$ cat src/rtl/clk_rst_pkg.sv
// Shared clock/reset bring-up types: sequencer state codes and the
// default timing constants used when integrating with clock_gen.
package clk_rst_pkg;

    typedef enum logic [2:0] {
        ST_PLL_RST   = 3'd0,
        ST_WAIT_LOCK = 3'd1,
        ST_REL_VIDEO = 3'd2,
        ST_REL_AUDIO = 3'd3,
        ST_RUN       = 3'd4,
        ST_FAULT     = 3'd5
    } seq_state_e;

    // 50 MHz board clock defaults
    localparam int DEF_PLL_RST_CYCLES = 16;
    localparam int DEF_LOCK_FILTER    = 8;
    localparam int DEF_LOCK_TIMEOUT   = 500000;
    localparam int DEF_STAGE_DELAY    = 256;
    localparam int DEF_MAX_RETRIES    = 3;

    function automatic int max4(input int a, input int b,
                                input int c, input int d);
        int m;
        m = a;
        if (b > m) m = b;
        if (c > m) m = c;
        if (d > m) m = d;
        return m;
    endfunction

endpackage

$ cat src/rtl/lock_sync.sv
// Two-flop synchronizer for the two asynchronous PLL lock flags.
// Ports: clk_in, reset (sync, active-high), raw[1:0] in, lk[1:0] out.
module lock_sync (
    input  logic       clk_in,
    input  logic       reset,
    input  logic [1:0] raw,
    output logic [1:0] lk
);

    logic [1:0] meta;

    always_ff @(posedge clk_in) begin
        if (reset) begin
            meta <= 2'b00;
            lk   <= 2'b00;
        end else begin
            meta <= raw;
            lk   <= meta;
        end
    end

endmodule

$ cat src/rtl/reset_sequencer.sv
// PLL bring-up and ordered per-domain reset release (video, audio, CPU).
// Ports: clk_in, reset, pll_locked_raw[1:0], fault_clear in;
//        pll_rst, rst_video/audio/cpu, sys_ready, fault, retry_count,
//        lock_loss_count, state (debug code) out. All outputs registered.
module reset_sequencer
    import clk_rst_pkg::*;
#(
    parameter int PLL_RST_CYCLES = DEF_PLL_RST_CYCLES,
    parameter int LOCK_FILTER    = DEF_LOCK_FILTER,
    parameter int LOCK_TIMEOUT   = DEF_LOCK_TIMEOUT,
    parameter int STAGE_DELAY    = DEF_STAGE_DELAY,
    parameter int MAX_RETRIES    = DEF_MAX_RETRIES
) (
    input  logic       clk_in,
    input  logic       reset,
    input  logic [1:0] pll_locked_raw,
    input  logic       fault_clear,
    output logic       pll_rst,
    output logic       rst_video,
    output logic       rst_audio,
    output logic       rst_cpu,
    output logic       sys_ready,
    output logic       fault,
    output logic [1:0] retry_count,
    output logic [7:0] lock_loss_count,
    output logic [2:0] state
);

    localparam int CNT_MAX = max4(PLL_RST_CYCLES, LOCK_FILTER,
                                  LOCK_TIMEOUT, STAGE_DELAY);
    localparam int CW = $clog2(CNT_MAX) + 1;
    localparam int FW = $clog2(LOCK_FILTER) + 1;

    localparam logic [CW-1:0] PRC_LAST  = CW'(PLL_RST_CYCLES - 1);
    localparam logic [CW-1:0] TO_LAST   = CW'(LOCK_TIMEOUT - 1);
    localparam logic [CW-1:0] SD_LAST   = CW'(STAGE_DELAY - 1);
    localparam logic [FW-1:0] FILT_FULL = FW'(LOCK_FILTER);
    localparam logic [1:0]    RETRY_MAX = 2'(MAX_RETRIES);

    logic [1:0]    lk;
    logic          lk_ok;
    seq_state_e    state_q, state_d;
    logic [CW-1:0] cnt_q, cnt_d;
    logic [FW-1:0] filt_q, filt_d;
    logic [1:0]    retry_d;
    logic [7:0]    loss_d;

    lock_sync u_lock_sync (
        .clk_in (clk_in),
        .reset  (reset),
        .raw    (pll_locked_raw),
        .lk     (lk)
    );

    assign lk_ok = &lk;

    always_ff @(posedge clk_in) begin
        if (reset) begin
            state_q         <= ST_PLL_RST;
            cnt_q           <= '0;
            filt_q          <= '0;
            retry_count     <= 2'd0;
            lock_loss_count <= 8'd0;
            pll_rst         <= 1'b1;
            rst_video       <= 1'b1;
            rst_audio       <= 1'b1;
            rst_cpu         <= 1'b1;
            sys_ready       <= 1'b0;
            fault           <= 1'b0;
        end else begin
            state_q         <= state_d;
            cnt_q           <= cnt_d;
            filt_q          <= filt_d;
            retry_count     <= retry_d;
            lock_loss_count <= loss_d;
            // outputs decoded from the next state so they track state_q
            pll_rst   <= (state_d == ST_PLL_RST) ||
                         (state_d == ST_FAULT);
            rst_video <= !((state_d == ST_REL_VIDEO) ||
                           (state_d == ST_REL_AUDIO) ||
                           (state_d == ST_RUN));
            rst_audio <= !((state_d == ST_REL_AUDIO) ||
                           (state_d == ST_RUN));
            rst_cpu   <= (state_d != ST_RUN);
            sys_ready <= (state_d == ST_RUN);
            fault     <= (state_d == ST_FAULT);
        end
    end

    assign state = state_q;

    always_comb begin
        filt_d = filt_q;
        if ((state_q == ST_PLL_RST) || !lk_ok)
            filt_d = '0;
        else if (filt_q != FILT_FULL)
            filt_d = filt_q + 1'b1;

        state_d = state_q;
        cnt_d   = cnt_q + 1'b1;
        retry_d = retry_count;
        loss_d  = lock_loss_count;

        unique case (state_q)
            ST_PLL_RST: begin
                if (cnt_q == PRC_LAST) begin
                    state_d = ST_WAIT_LOCK;
                    cnt_d   = '0;
                end
            end
            ST_WAIT_LOCK: begin
                // lock is checked first so it wins over a timeout
                if (filt_d == FILT_FULL) begin
                    state_d = ST_REL_VIDEO;
                    cnt_d   = '0;
                end else if (cnt_q == TO_LAST) begin
                    cnt_d = '0;
                    if (retry_count == RETRY_MAX) begin
                        state_d = ST_FAULT;
                    end else begin
                        state_d = ST_PLL_RST;
                        retry_d = retry_count + 1'b1;
                    end
                end
            end
            ST_REL_VIDEO, ST_REL_AUDIO: begin
                if (!lk_ok) begin
                    state_d = ST_PLL_RST;
                    cnt_d   = '0;
                    if (lock_loss_count != 8'hFF)
                        loss_d = lock_loss_count + 8'd1;
                end else if (cnt_q == SD_LAST) begin
                    cnt_d = '0;
                    if (state_q == ST_REL_VIDEO) begin
                        state_d = ST_REL_AUDIO;
                    end else begin
                        state_d = ST_RUN;
                        retry_d = 2'd0;
                    end
                end
            end
            ST_RUN: begin
                cnt_d = cnt_q;
                if (!lk_ok) begin
                    state_d = ST_PLL_RST;
                    cnt_d   = '0;
                    if (lock_loss_count != 8'hFF)
                        loss_d = lock_loss_count + 8'd1;
                end
            end
            ST_FAULT: begin
                cnt_d = cnt_q;
                if (fault_clear) begin
                    state_d = ST_PLL_RST;
                    cnt_d   = '0;
                    retry_d = 2'd0;
                end
            end
            default: begin
                state_d = ST_PLL_RST;
                cnt_d   = '0;
            end
        endcase
    end

endmodule
$ cat config.mk
export PLATFORM = sky130hd
export DESIGN_NAME = reset_sequencer
export DESIGN_NICKNAME = d
export VERILOG_FILES = /design/src/rtl/clk_rst_pkg.sv /design/src/rtl/lock_sync.sv /design/src/rtl/reset_sequencer.sv
export SDC_FILE = /design/constraint.sdc
export NUM_CORES = 1
export LEC_CHECK = 0
export ABC_AREA = 0
export BUFFER_PORTS_ARGS = -buffer_cell sky130_fd_sc_hd__clkbuf_2
export CORE_UTILIZATION = 56
export CTS_CLUSTER_DIAMETER = 200
export DETAILED_ROUTE_END_ITERATION = 7
export GPL_TIMING_DRIVEN = 1
export PLACE_DENSITY = 0.87
export RECOVER_POWER = 100
export SETUP_SLACK_MARGIN = 0.5
export SYNTH_ARGS = -nofsm -noshare
export SYNTH_HDL_FRONTEND = slang
export SYNTH_SLANG_ARGS = --single-unit
$ cat constraint.sdc
create_clock -name clk_in -period 5.9 [get_ports clk_in]
set_input_delay 0.885 -clock clk_in [delete_from_list [all_inputs] [get_ports clk_in]]
set_output_delay 0.885 -clock clk_in [all_outputs]
set_load 0.05 [all_outputs]
==> impl_results.html <==
<table>
<tr><th>Metric</th><th>Value</th></tr>
<tr><th colspan="2">Power</th></tr>
<tr><td>Total design power</td><td>between 0.0005 and 0.0006 W</td></tr>
<tr><td>Worst VDD drop</td><td>146 uV</td></tr>
<tr><td>Reported leakage power</td><td>between 0.8 and 0.9 nW</td></tr>
<tr><td>PwrDens</td><td>219 mW/mm^2</td></tr>
<tr><th colspan="2">Critical path</th></tr>
<tr><td>Endpoint required time on the critical path</td><td>6.10 ns</td></tr>
<tr><td>CP cell instances</td><td>ha_1, and4_1, nand4_1, nor2_1, a2bb2oi_1, a21oi_1, a21o_1, a22o_1</td></tr>
<tr><td>Critical Path End Type</td><td>flip-flop</td></tr>
<tr><td>CP Launch Type</td><td>flip-flop</td></tr>
<tr><td>Register-to-register setup slack</td><td>2.91 ns</td></tr>
<tr><td>Worst-path maximum fanout</td><td>14</td></tr>
<tr><td>Delay of the slowest cell on the worst path</td><td>0.42 ns</td></tr>
<tr><td>Crit path capture</td><td>cnt_q[17]$_SDFFE_PP0P_</td></tr>
<tr><td>WP data arrival</td><td>3.19 ns</td></tr>
<tr><td>Standard cell with the maximum stage delay on the critical path</td><td>dfxtp_1</td></tr>
<tr><td>Worst setup path start</td><td>cnt_q[0]$_SDFFE_PP0P_</td></tr>
<tr><td>Reg-to-Reg Start</td><td>cnt_q[0]$_SDFFE_PP0P_</td></tr>
<tr><td>Worst r2r path cells</td><td>8</td></tr>
<tr><td>End of the worst register-to-register path</td><td>cnt_q[17]$_SDFFE_PP0P_</td></tr>
<tr><td>Worst setup path class</td><td>reg -&gt; reg</td></tr>
<tr><th colspan="2">Worst hold path</th></tr>
<tr><td>Type of the worst min-delay path</td><td>reg -&gt; reg</td></tr>
<tr><th colspan="2">Synth</th></tr>
<tr><td>Mean post-synth cell area</td><td>8.34 um^2</td></tr>
<tr><td>Top_reg_cell synth</td><td>dfxtp_1</td></tr>
<tr><td>Most area-consuming cells after synthesis</td><td>dfxtp_1 40%, nand2_1 6.0%, nor2_1 5.3%</td></tr>
<tr><td>Synthesized netlist cell count</td><td>approximately 280</td></tr>
<tr><td>Post-synthesis sequential area ratio</td><td>40.4%</td></tr>
<tr><td>Library cell occupying the most area in the post-synthesis netlist</td><td>dfxtp_1</td></tr>
<tr><td>Cell variety after synth</td><td>51</td></tr>
<tr><td>Number of nets in the synthesized netlist</td><td>roughly 290</td></tr>
<tr><td>Number of synthesized flops with an enable pin</td><td>0</td></tr>
<tr><td>Yosys reg bits</td><td>47</td></tr>
<tr><td>Share of the synthesized area in the top cell type</td><td>between 40 and 50%</td></tr>
<tr><td>Asr flop ratio synth</td><td>0%</td></tr>
<tr><td>Synthesis Warnings</td><td>0</td></tr>
<tr><td>Cell area after technology mapping</td><td>0.00233 mm^2</td></tr>
<tr><th colspan="2">STA</th></tr>
<tr><td>Final critical-path required period</td><td>between 2 and 3 ns</td></tr>
<tr><td>RSZ-0062 raised after global routing</td><td>false</td></tr>
<tr><td>Worst setup skew after layout</td><td>0.00936 ns</td></tr>
<tr><td>Final Hold Slack</td><td>approximately 0.45 ns</td></tr>
<tr><td>Fin. Hold Viols</td><td>0</td></tr>
<tr><td>Slew at the pin closest to its max-slew limit</td><td>around 1.1 ns</td></tr>
<tr><td>Number of failing setup endpoints in the final timing report</td><td>0</td></tr>
<tr><td>Total negative slack</td><td>0 ns</td></tr>
<tr><td>Share of the cycle needed by the critical path after routing</td><td>50.6%</td></tr>
<tr><td>Maximum clock frequency</td><td>0.335 GHz</td></tr>
<tr><td>Worst relative slew slack</td><td>24.7%</td></tr>
<tr><td>Number of max-slew violations in the final report</td><td>0</td></tr>
<tr><th colspan="2">Placement</th></tr>
<tr><td>Detailed-placement wirelength estimate</td><td>approximately 3300 um</td></tr>
<tr><td>Port bufs</td><td>23</td></tr>
<tr><td>Final weighted congestion in routability-driven placement</td><td>0.851</td></tr>
<tr><th colspan="2">Floorplanning</th></tr>
<tr><td>Placeable core area</td><td>0.00400 mm^2</td></tr>
<tr><td>Die span in x</td><td>66.5 um</td></tr>
<tr><td>Number of placement rows</td><td>23</td></tr>
<tr><td>Area enclosed by the die boundary</td><td>0.00442 mm^2</td></tr>
<tr><td>I/O pins</td><td>24</td></tr>
<tr><td>Chip height</td><td>66.5 um</td></tr>
<tr><td>Initial Util</td><td>58.2%</td></tr>
<tr><th colspan="2">Clocking</th></tr>
<tr><td>Number of hold buffers added after CTS</td><td>0</td></tr>
<tr><td>Buffer count from post-CTS setup fixing</td><td>0</td></tr>
<tr><td># H-tree levels</td><td>2</td></tr>
<tr><td>TritonCTS clock tree</td><td>built</td></tr>
<tr><td>Clock transition at the registers of the reported paths</td><td>0.09 ns</td></tr>
<tr><td># clock sinks</td><td>47</td></tr>
<tr><td>Post_cts resized</td><td>0</td></tr>
<tr><td>Cell at the root of the clock tree</td><td>clkbuf_8</td></tr>
<tr><td>Maximum root-to-sink buffer count</td><td>2</td></tr>
<tr><td>Number of clock buffers inserted by TritonCTS</td><td>5</td></tr>
<tr><td>Clock latency reported for the late side of the worst-skew pair</td><td>0.31 ns</td></tr>
<tr><th colspan="2">Layout</th></tr>
<tr><td># diodes</td><td>0</td></tr>
<tr><td>Layout-stage area growth over the synthesis result</td><td>7.80%</td></tr>
<tr><td>Ratio of cells with drive above 1 in the final layout</td><td>roughly 5.6%</td></tr>
<tr><td>Layout Nets</td><td>310</td></tr>
<tr><th colspan="2">GRT</th></tr>
<tr><td>Busiest grt layer</td><td>met2</td></tr>
<tr><td>Number of antenna violations at the first check in global routing</td><td>0</td></tr>
<tr><td>Met2 usage</td><td>43.2%</td></tr>
<tr><td>Met3 Usage GRT</td><td>5.82%</td></tr>
<tr><td>Vias in the first global route</td><td>1878</td></tr>
<tr><td>Global-route wire length before repair</td><td>8280 um</td></tr>
<tr><td>All-Layer GR Usage</td><td>24.6%</td></tr>
<tr><td>Largest net degree at the start of global routing</td><td>27</td></tr>
<tr><td>Global routing usage on met1</td><td>between 20% and 30%</td></tr>
<tr><td>Leftover overflow at the end of global routing</td><td>0</td></tr>
<tr><th colspan="2">Detailed routing</th></tr>
<tr><td>Number of vias per cell</td><td>5.93</td></tr>
<tr><td>Number of detailed-routing iterations run before antenna repair</td><td>4</td></tr>
<tr><td>DR DRC count</td><td>0</td></tr>
<tr><td>Wire per inst</td><td>13.5 um</td></tr>
<tr><td>Vias</td><td>2082</td></tr>
<tr><td>Final wirelength</td><td>4740 um</td></tr>
<tr><td>Number of DRC markers in iteration 0</td><td>128</td></tr>
<tr><td>Post-detailed-route count of antenna-violating nets</td><td>0</td></tr>
<tr><th colspan="2">Job</th></tr>
<tr><td>Max-Cap Viols</td><td>0</td></tr>
<tr><th colspan="2">Status</th></tr>
<tr><td>Outcome</td><td>completed</td></tr>
</table>
synth_stat cells, drive strengths merged (3+ instances only):
master / number
dfxtp: 47
nand2: 37
nor2: 34
nand3: 21
o21ai: 14
inv: 11
a21oi: 10
o311ai: 9
xor2: 9
nor2b: 7
clkbuf: 6
nand4: 6
a211oi: 5
ha: 5
xnor2: 5
and3: 4
and4: 4
nor4: 4
buf: 3
mux2i: 3
nor3: 3
or3: 3
cell usage in the layout (no fill, tap or decap), types with 3 or more instances in the layout:
cell	count
clkbuf_1	20
and3_1	4
clkbuf_8	7
nor4_1	4
xor2_1	9
and4_1	4
dfxtp_1	47
nor2b_1	7
nand3_1	21
a21oi_1	10
xnor2_1	5
ha_1	5
nand4_1	6
mux2i_1	3
a211oi_1	5
nor2_1	34
o21ai_0	14
nand2_1	37
clkbuf_2	3
inv_1	11
o311ai_0	9
through the flow:
stage	setup slack (ns)	utilization (%)	instance area, um^2	cells
after global routing	2.67	62.7	2510	351
after CTS	3.23	64.2	2570	351
after global placement	3.27	61.6	2460	343
after floorplan	3.55	-	2330	279
final	2.91	62.7	2510	351
after detailed placement	3.27	61.6	2460	343
sequential cells by signal, summed over array words and instances (netlist names):
name              flops
cnt_q                20
fault                 1
u_lock_sync.meta      2
state                 3
retry_count           2
pll_rst               1
rst_audio             1
u_lock_sync.lk        2
filt_q                4
lock_loss_count       8
sys_ready             1
rst_cpu               1
rst_video             1
layout make-up:
class / instances / area [um^2]
Inverter: 11 / 41.3
Multi-Input combinational cell: 212 / 1270
Clock buffer: 7 / 96.3
Clock inverter: 1 / 7.51
Fill cell: 347 / 1490
Sequential cell: 47 / 941
Tap cell: 50 / 62.6
Timing Repair Buffer: 23 / 90.1
critical path: cells and delay by family, from the launching register on:
family                     cells  cell delay [ns]
and+or+nand+nor                3             0.94
adders and majority gates      1             0.24
AOI/OAI and AO/OA              4             1.28
DFF                            1             0.42
where the power goes:
part / switching (W) / leakage, nW / internal, W
logic: 0.00000835 / 0.459 / 0.00000425
registers: 0.00000263 / 0.380 / 0.000320
clock network: 0.000107 / 0.0505 / 0.000107
worst min-delay path by stage:
stage | startpoint | endpoint | slack [ns] | cells past startpoint
2_1_floorplan | u_lock_sync.meta[0]$_SDFF_PP0_ | u_lock_sync.lk[0]$_SDFF_PP0_ | 0.41 | 1
3_3_place_gp | u_lock_sync.meta[0]$_SDFF_PP0_ | u_lock_sync.lk[0]$_SDFF_PP0_ | 0.43 | 1
3_5_place_dp | u_lock_sync.meta[1]$_SDFF_PP0_ | u_lock_sync.lk[1]$_SDFF_PP0_ | 0.44 | 1
4_1_cts | u_lock_sync.meta[1]$_SDFF_PP0_ | u_lock_sync.lk[1]$_SDFF_PP0_ | 0.46 | 1
5_1_grt | u_lock_sync.meta[0]$_SDFF_PP0_ | u_lock_sync.lk[0]$_SDFF_PP0_ | 0.48 | 1
6_report | u_lock_sync.meta[0]$_SDFF_PP0_ | u_lock_sync.lk[0]$_SDFF_PP0_ | 0.45 | 1
cells by family after synthesis:
family	Yosys count	share of synthesized area [%]
AO/OA/AOI/OAI	53	16.7
AND/OR/NAND/NOR	137	30.2
adder cells (fa/ha/maj)	5	2.69
buffers and inverters	20	3.49
flip-flops	47	40.4
XOR/XNOR	14	5.27
multiplexers	3	1.29
routing by layer:
| metal | routed length [um] | share of wire, % | vias to the layer above |
|---|---|---|---|
| li1 | - | - | 1039 |
| met1 | 2100 | 44 | 989 |
| met2 | 2430 | 51 | 47 |
| met3 | 153 | 3.2 | 7 |
| met4 | 53 | 1.1 | 0 |
| met5 | 0 | 0 | - |
Note: power is estimated with default switching activity, not from simulation.
